<file path="src/rtl/icache_pkg.sv">
// icache_pkg: shared fill-state type, cache geometry constants and address-split helpers
package icache_pkg;
  typedef enum logic [1:0] {IDLE, REQ, WRITE, DONE} fill_state_t;
  localparam int LINE_W = 256;
  localparam int BEAT_W = 64;
  localparam int BEATS = 4;
  localparam int NUM_SETS = 8;
  localparam int IDX_LSB = 5;
  localparam int IDX_W = 3;
  localparam int TAG_LSB = 8;
  localparam int TAG_W = 24;
  function automatic logic [31:0] line_align(input logic [31:0] addr);
    return addr & ~32'h1F;
  endfunction
  function automatic logic [IDX_W-1:0] get_index(input logic [31:0] addr);
    return IDX_W'(addr >> IDX_LSB);
  endfunction
  function automatic logic [TAG_W-1:0] get_tag(input logic [31:0] addr);
    return TAG_W'(addr >> TAG_LSB);
  endfunction
endpackage

</file>
<file path="src/rtl/icache_fill_buffer.sv">
// icache_fill_buffer: beat counter plus line buffer that inserts each 64-bit beat at its slot
module icache_fill_buffer
  import icache_pkg::*;
(
  input  logic              clk,
  input  logic              rst,
  input  logic              clear,
  input  logic              beat_en,
  input  logic [BEAT_W-1:0] beat_data,
  output logic [1:0]        beat_cnt,
  output logic [LINE_W-1:0] line
);
  always_ff @(posedge clk) begin
    if (rst) begin
      beat_cnt <= '0;
      line <= '0;
    end else if (clear) begin
      beat_cnt <= '0;
    end else if (beat_en) begin
      line[{beat_cnt, 6'd0} +: BEAT_W] <= beat_data;
      beat_cnt <= beat_cnt + 2'd1;
    end
  end
endmodule

</file>
<file path="src/rtl/icache_line_fill.sv">
// icache_line_fill: miss-side burst reader that assembles a 256-bit line and writes it in one cycle
// Optional ICACHE_FILL_EARLY_WORD_EN exposes the requested word as soon as its beat arrives.
module icache_line_fill
  import icache_pkg::*;
(
  input  logic                clk,
  input  logic                rst,
  input  logic                miss_req,
  input  logic [31:0]         miss_addr,
  output logic                fill_busy,
  output logic                fill_done,
`ifdef ICACHE_FILL_EARLY_WORD_EN
  output logic                early_valid,
  output logic [31:0]         early_word,
`endif
  output logic                pmem_read,
  output logic [31:0]         pmem_address,
  input  logic [BEAT_W-1:0]   pmem_rdata,
  input  logic                pmem_resp,
  output logic [31:0]         array_load,
  output logic [IDX_W-1:0]    array_windex,
  output logic [LINE_W-1:0]   array_datain,
  output logic                tag_load,
  output logic [TAG_W-1:0]    tag_out
);
  fill_state_t state, state_n;
  logic [31:0] line_addr;
  logic [1:0] beat_cnt;
  logic accept, beat_en;
  assign accept = state == IDLE && miss_req;
  assign beat_en = state == REQ && pmem_resp;
  always_ff @(posedge clk) begin
    if (rst) begin
      state <= IDLE;
      line_addr <= '0;
    end else begin
      state <= state_n;
      if (accept) line_addr <= line_align(miss_addr);
    end
  end
  always_comb begin
    state_n = state;
    state_n = accept ? REQ :
              (beat_en && beat_cnt == 2'd3) ? WRITE :
              state == WRITE ? DONE :
              state == DONE ? IDLE : state;
  end
  icache_fill_buffer u_buf (
    .clk       (clk),
    .rst       (rst),
    .clear     (accept),
    .beat_en   (beat_en),
    .beat_data (pmem_rdata),
    .beat_cnt  (beat_cnt),
    .line      (array_datain)
  );
  assign fill_busy = state == REQ || state == WRITE;
  assign fill_done = state == DONE;
  assign pmem_read = state == REQ;
  assign pmem_address = line_addr;
  assign array_load = {32{state == WRITE}};
  assign tag_load = state == WRITE;
  assign array_windex = get_index(line_addr);
  assign tag_out = get_tag(line_addr);
`ifdef ICACHE_FILL_EARLY_WORD_EN
  logic [2:0] word_sel;
  always_ff @(posedge clk) begin
    if (rst) word_sel <= '0;
    else if (accept) word_sel <= miss_addr[4:2];
  end
  // word_sel[2:1] names the beat, word_sel[0] the half within it
  assign early_valid = beat_en && beat_cnt == word_sel[2:1];
  assign early_word = word_sel[0] ? pmem_rdata[63:32] : pmem_rdata[31:0];
`endif
endmodule

</file>
<file path="config.mk">
export PLATFORM = sky130hd
export DESIGN_NAME = icache_line_fill
export DESIGN_NICKNAME = d
export VERILOG_FILES = /design/src/rtl/icache_pkg.sv /design/src/rtl/icache_fill_buffer.sv /design/src/rtl/icache_line_fill.sv
export SDC_FILE = /design/constraint.sdc
export NUM_CORES = 1
export LEC_CHECK = 0
export CAP_MARGIN = 15
export CORE_ASPECT_RATIO = 1.5
export CORE_MARGIN = 2
export CORE_UTILIZATION = 40
export CTS_BUF_LIST = sky130_fd_sc_hd__clkbuf_2
export CTS_CLUSTER_DIAMETER = 30
export DETAILED_ROUTE_END_ITERATION = 10
export PLACE_DENSITY = 0.72
export SLEW_MARGIN = 20
export SYNTH_ARGS = -nofsm -noshare
export SYNTH_HDL_FRONTEND = slang
export SYNTH_SLANG_ARGS = --single-unit
</file>
<file path="constraint.sdc">
create_clock -name clk -period 3.9 [get_ports clk]
set_input_delay 0.78 -clock clk [delete_from_list [all_inputs] [get_ports clk]]
set_output_delay 0.78 -clock clk [all_outputs]
set_load 0.01 [all_outputs]
</file>
==> summary.md <==
| Metric | Value |
|---|---|
| GPL Wtd Cong | `between 0.7 and 0.8` |
| Critical Path RT | `3120 ps` |
| Vias in the first global route | `around 11000` |
| Least-Margin Pin Slew | `about 880 ps` |
| Dpl ws | `around 1100 ps` |
| Largest area contributor in the netlist | `dfxtp_1` |
| Initial antenna violation count | `3` |
| Post-CTS Setup Inserts | `0` |
| Core ar. | `31900 µm²` |
| Buffer levels on the longest clock path | `3` |
| Final worst path period share | `0.841` |
| Yosys warns | `0` |
| Share of cells above drive strength 1 | `0.0708` |
| Reg2Reg Setup Slack | `approximately 1500 ps` |
| Wire length on met2 | `slightly above 20000 µm` |
| Max Used Layer | `met4` |
| R2R depth | `6` |
| Tot GR Track Use | `0.232` |
| DRT met1 WL | `approximately 15000 µm` |
| Critical Path AT | `2500 ps` |
| Final Core Density | `0.554` |
| Cell Pwr Density | `310 nW/µm²` |
| Max IR drop VDD | `~0.00023 V` |
| Crit path kind | `flop to primary output` |
| CP Launch Point | `state[0]` |
| Register bit count reported by yosys | `~290` |
| Startpoint Class | `flop` |
| Clk slew on worst S/H paths | `approximately 100 ps` |
| I/O pins | `451` |
| Crit end category | `primary output` |
| Worst setup skew after layout | `about 45 ps` |
| CP max FO | `34` |
| Worst r2r src | `u_buf.beat_cnt[0]` |
| Layout overhead on the synthesized area | `36.2%` |
| Hold crit path type | `input port to flop` |
| P_leak | `around 5.8 nW` |
| Die area | `34000 µm²` |
| Count of cell types in the netlist | `22` |
| Die X | `between 150 and 200 µm` |
| Tot Pwr | `5.48 mW` |
| Xor/xnor share of the synthesized area | `0.000674` |
| Largest family of logic cells by synthesized area | `simple AND/OR/NAND/NOR gates` |
| Skew-Pair Late Insertion Delay | `roughly 910 ps` |
| CP peak stage delay | `660 ps` |
| Avg Cell Area, Syn | `between 9 and 10 µm²` |
| CTS sink count | `roughly 290` |
| Syn Inst Count | `1400` |
| DR vias | `roughly 11000` |
| Hold buffer count at CTS | `0` |
| Drt first pass iters | `4` |
| Vias per inst | `~4.8` |
| Final wirelength | `around 40000 µm` |
| Post-layout min period | `approximately 3300 ps` |
| CP endpoint | `array_load[18]` |
| Fin. Hold Viols | `0` |
| Mux cell area share after synthesis | `0.198` |
| Met3 WL | `3290 µm` |
| Max-Slew Margin vs Limit | `0.411` |
| First-pass GRT wire length | `60600 µm` |
| Post-Syn Area | `roughly 13000 µm²` |
| TritonCTS clock tree | `yes` |
| Die Span Y | `between 200 and 250 µm` |
| H-Tree Depth | `3` |
| Status | `complete, no violations` |
| Hpwl dp | `~27000 µm` |
| Number of I/O port buffers | `440` |
| Row count | `80` |
| Routed Antenna Nets | `0` |
| Slowest CP cell | `clkdlybuf4s50_1` |
| Final setup viols | `0` |
| Wire length per cell | `around 18 µm` |
| Largest net degree at the start of global routing | `roughly 150` |
| CTS Root Cell | `clkbuf_2` |
| Max_cap viols | `0` |
| Share of the yosys chip area belonging to registers | `0.442` |
| F_max | `slightly above 300 MHz` |
| DR DRC count | `0` |
| Total CTS buffers | `around 70` |
| Post-synth top area share | `0.442` |
| Initial drt markers | `between 300 and 400` |
| Max Transition Viols Final | `0` |
| Fin worst setup slack | `approximately 620 ps` |
| Synth Area in Simple Gates | `0.254` |
| RR Endpoint | `u_buf.line[72]` |
| Synth Area in Adders | `0.00866` |
| Starting Density | `0.407` |
| Nets | `1879` |
| Top cells by area, synth | `dfxtp_1, mux2i_1, nand2b_1` |
| Compound-Gate Fraction of Synth Area | `0.0111` |
| CTS resizes | `0` |
| Setup TNS | `0 ps` |
| Unrepaired setup endpoints after global routing | `no` |
| GRT overflow | `0` |
| Cell Chain, Critical Path | `inv_1, ha_2, clkdlybuf4s50_1` |
## cell families after synthesis
| kind of cell | after synthesis |
|---|---|
| compound gates | 28 |
| fa+ha+maj | 9 |
| other cells | 1 |
| buf+inv | 169 |
| simple gates | 648 |
| xor+xnor | 1 |
| flops | 287 |
| mux | 257 |
## registers in the layout, summed over array words and instances (netlist names)
register,flops
pmem_address,27
state,2
u_buf.line,256
u_buf.beat_cnt,2
## routing by layer
| layer | up-vias | global-route usage |
|---|---|---|
| met3 | 96 | 0.0736 |
| met1 | 4929 | 0.243 |
| li1 | 5166 | - |
| met5 | - | 0 |
| met2 | 421 | 0.404 |
| met4 | 0 | 0.134 |
## metrics by stage
stage | instance area [µm²] | hold WS [ps] | cells
6_report | 17700 | 439 | 2224
2_1_floorplan | 13000 | 492 | 1404
5_1_grt | 17700 | 339 | 2224
4_1_cts | 17700 | 326 | 2219
3_5_place_dp | 17100 | 460 | 2107
3_3_place_gp | 17100 | 457 | 2107
## cell type report
type                            count  area [µm²]
Fill cell                        2872       14200
Multi-Input combinational cell    948        6210
Sequential cell                   287        5750
Timing Repair Buffer              458        4630
Tap cell                          410         513
Clock buffer                       95         475
Clock inverter                     17        91.3
Inverter                            4        15.0
Antenna cell                        5        12.5
## power breakdown
part	switching, mW	internal (mW)	leakage, nW	total [mW]
registers	0.0271	2.97	2.32	3.00
logic	0.284	0.295	3.08	0.579
clock network	1.20	0.714	0.444	1.91
## cell usage in the layout, fill, tap and decap left out, types with 7 or more instances in the layout
| cell type | n |
|---|---|
| dfxtp_1 | 287 |
| ha_1 | 8 |
| buf_4 | 11 |
| clkbuf_2 | 95 |
| nand2_1 | 312 |
| nor2b_1 | 66 |
| buf_12 | 7 |
| nand2b_1 | 256 |
| clkinv_1 | 12 |
| clkdlybuf4s50_1 | 439 |
| a21oi_1 | 27 |
| mux2i_1 | 257 |
## how the worst min path moves through the flow
stage                             to  cells past startpoint             from  slack, ps
floorplan            u_buf.line[217]                      2  u_buf.line[217]        490
global placement     u_buf.line[115]                      2  u_buf.line[115]        460
detailed placement   u_buf.line[184]                      2  u_buf.line[184]        460
CTS                 pmem_address[28]                      3    miss_addr[28]        330
global route        pmem_address[20]                      3    miss_addr[20]        340
finish              pmem_address[18]                      3    miss_addr[18]        440
## critical path: cells and delay by family (launching register included)
family     cells  cell delay (ps)
flops          1              350
fa+ha+maj      1              520
buf+inv        2              760
## cells in the mapped netlist
library cell  count
nand2_1         312
dfxtp_1         287
mux2i_1         257
nand2b_1        256
buf_4            67
nor2b_1          66
clkbuf_1         45
buf_2            28
a21oi_1          27
buf_6            25
ha_1              9
nor3_1            5
inv_1             4
nor3b_2           4
a311oi_1          1
and2_1            1
and3b_1           1
conb_1            1
nor3b_1           1
nor4b_1           1
nor4bb_1          1
xnor2_1           1
No activity file was read; power rests on OpenSTA's default activity.
